<file path="src/rtl/stream_mux_arb.sv">
// N-channel registered stream multiplexer with fixed-select or round-robin grant.
// Optional packet lock is enabled by defining STREAM_MUX_PKT_LOCK_EN.
module stream_mux_arb #(
  parameter int WIDTH = 8,
  parameter int N     = 4,
  parameter int SELW  = $clog2(N)
) (
  input  logic                 clk,
  input  logic                 rst,
  input  logic                 mode,
  input  logic [SELW-1:0]      sel,
  input  logic [N*WIDTH-1:0]   in_data,
  input  logic [N-1:0]         in_valid,
  input  logic [N-1:0]         in_last,
  output logic [N-1:0]         in_ready,
  output logic [WIDTH-1:0]     out_data,
  output logic                 out_valid,
  output logic                 out_last,
  output logic [SELW-1:0]      out_chan,
  input  logic                 out_ready
);

  logic [WIDTH-1:0] r_data;
  logic             r_valid;
  logic             r_last;
  logic [SELW-1:0]  r_chan;
  logic [SELW-1:0]  r_ptr;

  logic             w_load;
  logic             w_gv;
  logic [SELW-1:0]  w_g;
  logic             w_fix_gv;
  logic [SELW-1:0]  w_fix_g;
  logic             w_rr_gv;
  logic [SELW-1:0]  w_rr_g;
  logic [WIDTH-1:0] w_gdata;
  logic             w_glast;
  logic [SELW-1:0]  w_ptr_nxt;
  logic [N-1:0]     w_ready;

`ifdef STREAM_MUX_PKT_LOCK_EN
  logic             r_lock;
  logic [SELW-1:0]  r_lock_ch;
`endif

  // Channel index base+off reduced modulo N without a divider.
  function automatic logic [SELW-1:0] rr_idx(input logic [SELW-1:0] base, input int off);
    logic [SELW:0] s;
    s = {1'b0, base} + (SELW+1)'(off);
    if (s >= (SELW+1)'(N)) s = s - (SELW+1)'(N);
    return s[SELW-1:0];
  endfunction

  always_comb begin
    w_fix_g  = sel;
    w_fix_gv = 1'b0;
    if ({1'b0, sel} < (SELW+1)'(N)) w_fix_gv = in_valid[sel];
  end

  // Walk offsets from the far end so the nearest valid channel after ptr wins.
  always_comb begin
    w_rr_g  = r_ptr;
    w_rr_gv = |in_valid;
    for (int k = N - 1; k >= 0; k--) begin
      if (in_valid[rr_idx(r_ptr, k)]) w_rr_g = rr_idx(r_ptr, k);
    end
  end

  always_comb begin
    w_g  = mode ? w_rr_g  : w_fix_g;
    w_gv = mode ? w_rr_gv : w_fix_gv;
`ifdef STREAM_MUX_PKT_LOCK_EN
    if (r_lock) begin
      w_g  = r_lock_ch;
      w_gv = in_valid[r_lock_ch];
    end
`endif
  end

  assign w_load    = !r_valid || out_ready;
  assign w_gdata   = in_data[int'(w_g)*WIDTH +: WIDTH];
  assign w_glast   = in_last[w_g];
  assign w_ptr_nxt = (w_g == SELW'(N - 1)) ? '0 : w_g + 1'b1;

  always_comb begin
    w_ready = '0;
    for (int i = 0; i < N; i++) begin
      w_ready[i] = !rst && w_load && w_gv && (w_g == SELW'(i));
    end
  end

  // Output register stage
  always_ff @(posedge clk) begin
    if (rst) begin
      r_data  <= '0;
      r_valid <= 1'b0;
      r_last  <= 1'b0;
      r_chan  <= '0;
      r_ptr   <= '0;
    end else if (w_load) begin
      if (w_gv) begin
        r_data  <= w_gdata;
        r_valid <= 1'b1;
        r_last  <= w_glast;
        r_chan  <= w_g;
        r_ptr   <= w_ptr_nxt;
      end else begin
        r_valid <= 1'b0;
      end
    end
  end

`ifdef STREAM_MUX_PKT_LOCK_EN
  always_ff @(posedge clk) begin
    if (rst) begin
      r_lock    <= 1'b0;
      r_lock_ch <= '0;
    end else if (w_load && w_gv) begin
      if (w_glast) begin
        r_lock <= 1'b0;
      end else begin
        r_lock    <= 1'b1;
        r_lock_ch <= w_g;
      end
    end
  end
`endif

  assign in_ready  = w_ready;
  assign out_data  = r_data;
  assign out_valid = r_valid;
  assign out_last  = r_last;
  assign out_chan  = r_chan;

endmodule

</file>
<file path="config.mk">
export PLATFORM = sky130hd
export DESIGN_NAME = stream_mux_arb
export DESIGN_NICKNAME = d
export VERILOG_FILES = /design/src/rtl/stream_mux_arb.sv
export SDC_FILE = /design/constraint.sdc
export NUM_CORES = 1
export LEC_CHECK = 0
export BUFFER_PORTS_ARGS = -buffer_cell sky130_fd_sc_hd__buf_2
export CAP_MARGIN = 20
export CELL_PAD_IN_SITES_DETAIL_PLACEMENT = 0
export CELL_PAD_IN_SITES_GLOBAL_PLACEMENT = 1
export CORE_MARGIN = 2
export CORE_UTILIZATION = 37
export CTS_CLUSTER_SIZE = 10
export DETAILED_ROUTE_END_ITERATION = 10
export PLACE_DENSITY = 0.94
export SETUP_SLACK_MARGIN = 0.3
export SYNTH_ARGS = -nofsm -noshare
export SYNTH_HDL_FRONTEND = slang
export SYNTH_SLANG_ARGS = --single-unit
</file>
<file path="constraint.sdc">
create_clock -name clk -period 4.4 [get_ports clk]
set_input_delay 0.44 -clock clk [delete_from_list [all_inputs] [get_ports clk]]
set_output_delay 0.44 -clock clk [all_outputs]
set_load 0.02 [all_outputs]
</file>
Word level (Yosys, flattened, before mapping)

Index checks and enable logic that the tools add are counted.

Bits of input ports: 46
Flip-flop bits (word level): 14
Output and inout port bits: 16
Logic and storage cells: 63

Reductions and logical operators: 12
Order comparisons: 10
Equal/unequal tests: 3
Multiplexer cells: 24
$add $sub $neg: 8
Shift-type cells: 1

Operators by type and width:

| cell                  | count |
|---|---|
| $shiftx A32 B6 Y8     | 1 |
| $mux W2               | 10 |
| $lt A2 B3 Y1 const B  | 6 |
| $bmux W1 S2           | 6 |
| $ge A3 B3 Y1 const B  | 3 |
| $mux W1               | 8 |
| $sub A2 B1 Y2 const B | 4 |
| $add A2 B2 Y3 const B | 2 |
| $logic_and A1 B1 Y1   | 6 |
| $eq A2 B2 Y1 const B  | 2 |
| $reduce_or A4 Y1      | 1 |
| $add A2 B1 Y3 const B | 1 |
| $ge A2 B3 Y1 const B  | 1 |
| $add A2 B1 Y2 const B | 1 |
| $eq A2 B1 Y1 const B  | 1 |
| $logic_not A1 Y1      | 2 |
| $logic_not A2 Y1      | 1 |
| $reduce_and A2 Y1     | 1 |
| $logic_or A1 B1 Y1    | 1 |

Depth between registers and ports, before layout

Depth in word-level cells: 12
Mapped depth: 10
Gate-level depth less buffers: 7

Worst setup path before layout

OpenSTA, ideal clock, no wires.

Kind: input port to output port
From: input in_valid[0]
To: output in_ready[1]
Required time: 3.960 ns
Setup slack: 1.944 ns
Stages on the path: 9
Data arrival time: 2.016 ns
Buffers on the path: 3
Path through: buf_6 -> nor2b_2 -> or4_4 -> buf_6 -> a31oi_4 -> buf_6 -> inv_2 -> ha_1 -> and2_1

Longest elaborated chain between the ends: 9
Elaborated cells between the ends (all ways): 20
Classes of those cells: eq/ne: 1; mux: 16; reduce/logical: 3

Ends and longest elaborated chain:

| item                          | line | RTL |
|---|---|---|
| from (decl)                   | 13   | `input logic [N-1:0] in_valid,` |
| $bmux W1 S2                   | 65   | `if (in_valid[rr_idx(r_ptr, k)]) w_rr_g = rr_idx(r_ptr, k);` |
| $mux W1 (implied by the code) | 65   |  |
| $mux W2 (4 in a row)          | 65   |  |
| $mux W2                       | 70   | `w_g = mode ? w_rr_g : w_fix_g;` |
| $eq A2 B1 Y1                  | 88   | `w_ready[i] = !rst && w_load && w_gv && (w_g == SELW'(i));` |
| $logic_and A1 B1 Y1 (*)       | 88   |  |
| to (decl)                     | 15   | `output logic [N-1:0] in_ready,` |

Mark *: on every way between the ends. The rest lies on a longest branch, timed or not. The select of a mux whose other input is x is not followed.

Final worst setup path

From: input sel[1]
To: output in_ready[2]

Longest elaborated chain between the ends: 5
Elaborated cells between the ends (all ways): 7
Classes of those cells: eq/ne: 1; mux: 4; reduce/logical: 2

Ends and longest elaborated chain:

| item                          | line | RTL |
|---|---|---|
| from (decl)                   | 11   | `input logic [SELW-1:0] sel,` |
| $bmux W1 S2                   | 57   | `if ({1'b0, sel} < (SELW+1)'(N)) w_fix_gv = in_valid[sel];` |
| $mux W1 (implied by the code) | 57   |  |
| $mux W1                       | 71   | `w_gv = mode ? w_rr_gv : w_fix_gv;` |
| $logic_and A1 B1 Y1           | 88   |  |
| $logic_and A1 B1 Y1 (*)       | 88   |  |

Marks and branches as above.

==> reports/metrics.cfg <==
[placed_design]
place.gp.congestion = 0.843
dpl.hpwl_mm = 3.22
portBuffers = 61

[pwr]
p_leak_nw = 0.844
p_per_area_mw_per_mm2 = 267
ir_drop_uv = 94.9

[critical_path]
worstRegToRegCells = 7
cp_max_fo = 35
critical_path_arrival_ps = 2460
cp_slowest_cell = a21oi_4
reg2reg_to = r_ptr[1]
worstSetupEndpointType = output pin
critPathBufInv = 2
crit_path_frequent_cell = buf_2
crit_chain = buf_2 -> nor2_2 -> or4_4 -> a21oi_4 -> and3_1 -> buf_2
crit_required_ps = 3960
path_class = input port to output pin
cp_top_family = simple AND/OR/NAND/NOR gates
r2r_slack_ps = 2120
start_kind = input port
max_stage_delay_ps = 620
r2r-start = r_ptr[1]

[logic_synthesis]
ys_seq_area_share_pct = 18.6
synth_top_family_by_area = simple AND/OR/NAND/NOR gates
yosys.area.top_type = dfxtp_1
synthXorXnorAreaFrac_pct = 0
async_flop_share_pct = 0
synth.most_common_cell = o21ai_0
synth_area_per_cell_um2 = 8.06
synth.area.top_cells = dfxtp_1 19%, nand4bb_1 6.7%, mux2i_1 6.6%
synth_compound_area_share_pct = 28.3
synth_fa_ha_area_share_pct = 0.830
synth_top_cell_area_share_pct = 18.6
synth-seq-cells = 14
yosys.area_share.simple_pct = 34.4
muxShareOfSynthArea_pct = 6.64
ys_top_cells_by_count = 18 x o21ai_0, 14 x dfxtp_1
yosysWarnings = 0
synth-edff-count = 0
syn-cell-area_mm2 = 0.00151
syn-instance-count = 187
synth_nets = 234
ys_types = 48
synth_ff_type = dfxtp_1

[cells_and_area]
fillers = 428
diodes = 0
final_util_pct = 45.6
drive_gt1_share_pct = 34.0
nNetsFinal = 286
area_growth_pct = 20.1

[min_path]
holdPathEnd = out_chan[0]
min_from = out_chan[0]
hold_depth = 1
hold_path_class = flip-flop to flip-flop

[cts]
ctsResizeCount = 0
path_clk_slew_ps = 60
clk_latency_ps = 240
numCtsBuffers = 3
cts_setup_buffers = 0
clock-sinks = 14
cts_root_buf = clkbuf_8
cts_hold_buf = 0
clockBufferDepth = 2
cts_max_level = 1
cts_tree = yes

[detailed_routing]
drt-total-wl_mm = 4.32
avgViaCountPerCell = 5.60
vias = 1614
routedWlPerCell_um = 15.0
first_pass_iters = 4
ant_nets = 0
drtIter0Drc = 78
drc_errors = 0

[global_routing]
use_met2_pct = 30.0
gr-usage-met3_pct = 2.14
top_usage_layer = met2
antenna_found_initial = 0
grt.overflow.total = 0
use_met1_pct = 26.2
grt_max_degree = 36
grt_usage_pct = 18.9
grt_pass1_wl_mm = 6.62
grt_pass1_vias = 1388

[floorplan]
row_count = 23
io_pins = 62
design.core.area_mm2 = 0.00397
fp.dieW_um = 67.8
die-area_mm2 = 0.00460
die_h_um = 67.8
start_util_pct = 38.0

[sta]
relSlewSlack_pct = 43.8
finalMaxSlewViolations = 0
rsz0062_at_grt = false
fin_crit_sh_pct = 65.8
tns_ps = 0
fmax_ghz = 0.345
setup_viol = 0
min_period_ps = 2900
worst_pin_slew_ps = 836
clock_skew_ps = 2.00
hold_viol_final = 0

[flow_run]
drv_cap = 0

[outcome]
status = finished clean

[power by group]
group          internal (mW)  total, mW  switching (mW)
Clock                 0.0792      0.125          0.0463
Sequential             0.145      0.158          0.0130
Combinational         0.0817      0.200           0.118
[worst reg2reg max path: cells and delay by family, from the launching register on]
| family | cells | cell delay, ps |
|---|---|---|
| DFF | 1 | 480 |
| buffers and inverters | 2 | 100 |
| and+or+nand+nor | 2 | 730 |
| AOI/OAI and AO/OA | 2 | 580 |
| adders and majority gates | 1 | 280 |
[cell families (layout without fill, tap and decap cells)]
| logic type | after synthesis | in the layout |
|---|---|---|
| buf+inv | 27 | 78 |
| simple gates | 74 | 74 |
| flops | 14 | 14 |
| mux | 10 | 10 |
| compound gates | 61 | 61 |
| fa+ha+maj | 1 | 1 |
[final cells by class]
| type | instances | area (um^2) | share of cell area [%] |
|---|---|---|---|
| timing repair buffer | 61 | 305 | 16.9 |
| multi-input combinational | 146 | 1060 | 58.5 |
| tap | 50 | 62.6 | 3.46 |
| inverter | 13 | 48.8 | 2.70 |
| sequential | 14 | 280 | 15.5 |
| clock buffer | 4 | 55.1 | 3.04 |
[per-layer routing]
layer	wire (um)	vias up
met5	0	-
met2	2020	58
met1	2000	742
met3	251	6
met4	51	0
li1	-	808
[metrics by stage]
stage | hold slack [ps] | cells | total power [mW] | worst slack, ps | instance area [um^2]
6_report | 472 | 288 | 0.483 | 1500 | 1810
5_1_grt | 482 | 288 | 0.512 | 1360 | 1810
4_1_cts | 475 | 288 | 0.484 | 1510 | 1810
3_5_place_dp | 458 | 284 | 0.358 | 1520 | 1760
3_3_place_gp | 458 | 284 | 0.354 | 1530 | 1760
2_1_floorplan | 539 | 187 | 0.307 | 1940 | 1510
[sequential cells by signal (all words and copies together) (netlist names)]
signal     count
out_valid      1
out_last       1
r_ptr          2
out_data       8
out_chan       2
[layout by cell type (no fill, tap or decap), drive strengths merged, types with 3 or more instances in the layout]
cell	instances
a21boi	9
a21oi	3
a22o	4
a31oi	11
and3	12
buf	61
clkbuf	4
dfxtp	14
inv	13
mux2i	10
nand2b	3
nand3b	9
nand4	9
nand4bb	9
nor2	11
nor2b	6
nor3	3
o211ai	9
o21ai	20
[how the worst max path moves through the flow]
stage | depth (start not counted) | endpoint | slack, ps | start
5_1_grt | 6 | in_ready[3] | 1360 | sel[1]
4_1_cts | 6 | in_ready[2] | 1510 | sel[1]
3_5_place_dp | 6 | in_ready[2] | 1520 | sel[1]
2_1_floorplan | 9 | in_ready[1] | 1940 | in_valid[0]
3_3_place_gp | 6 | in_ready[2] | 1530 | sel[1]
6_report | 6 | in_ready[2] | 1500 | sel[1]
(Power assumes the default switching activity.)
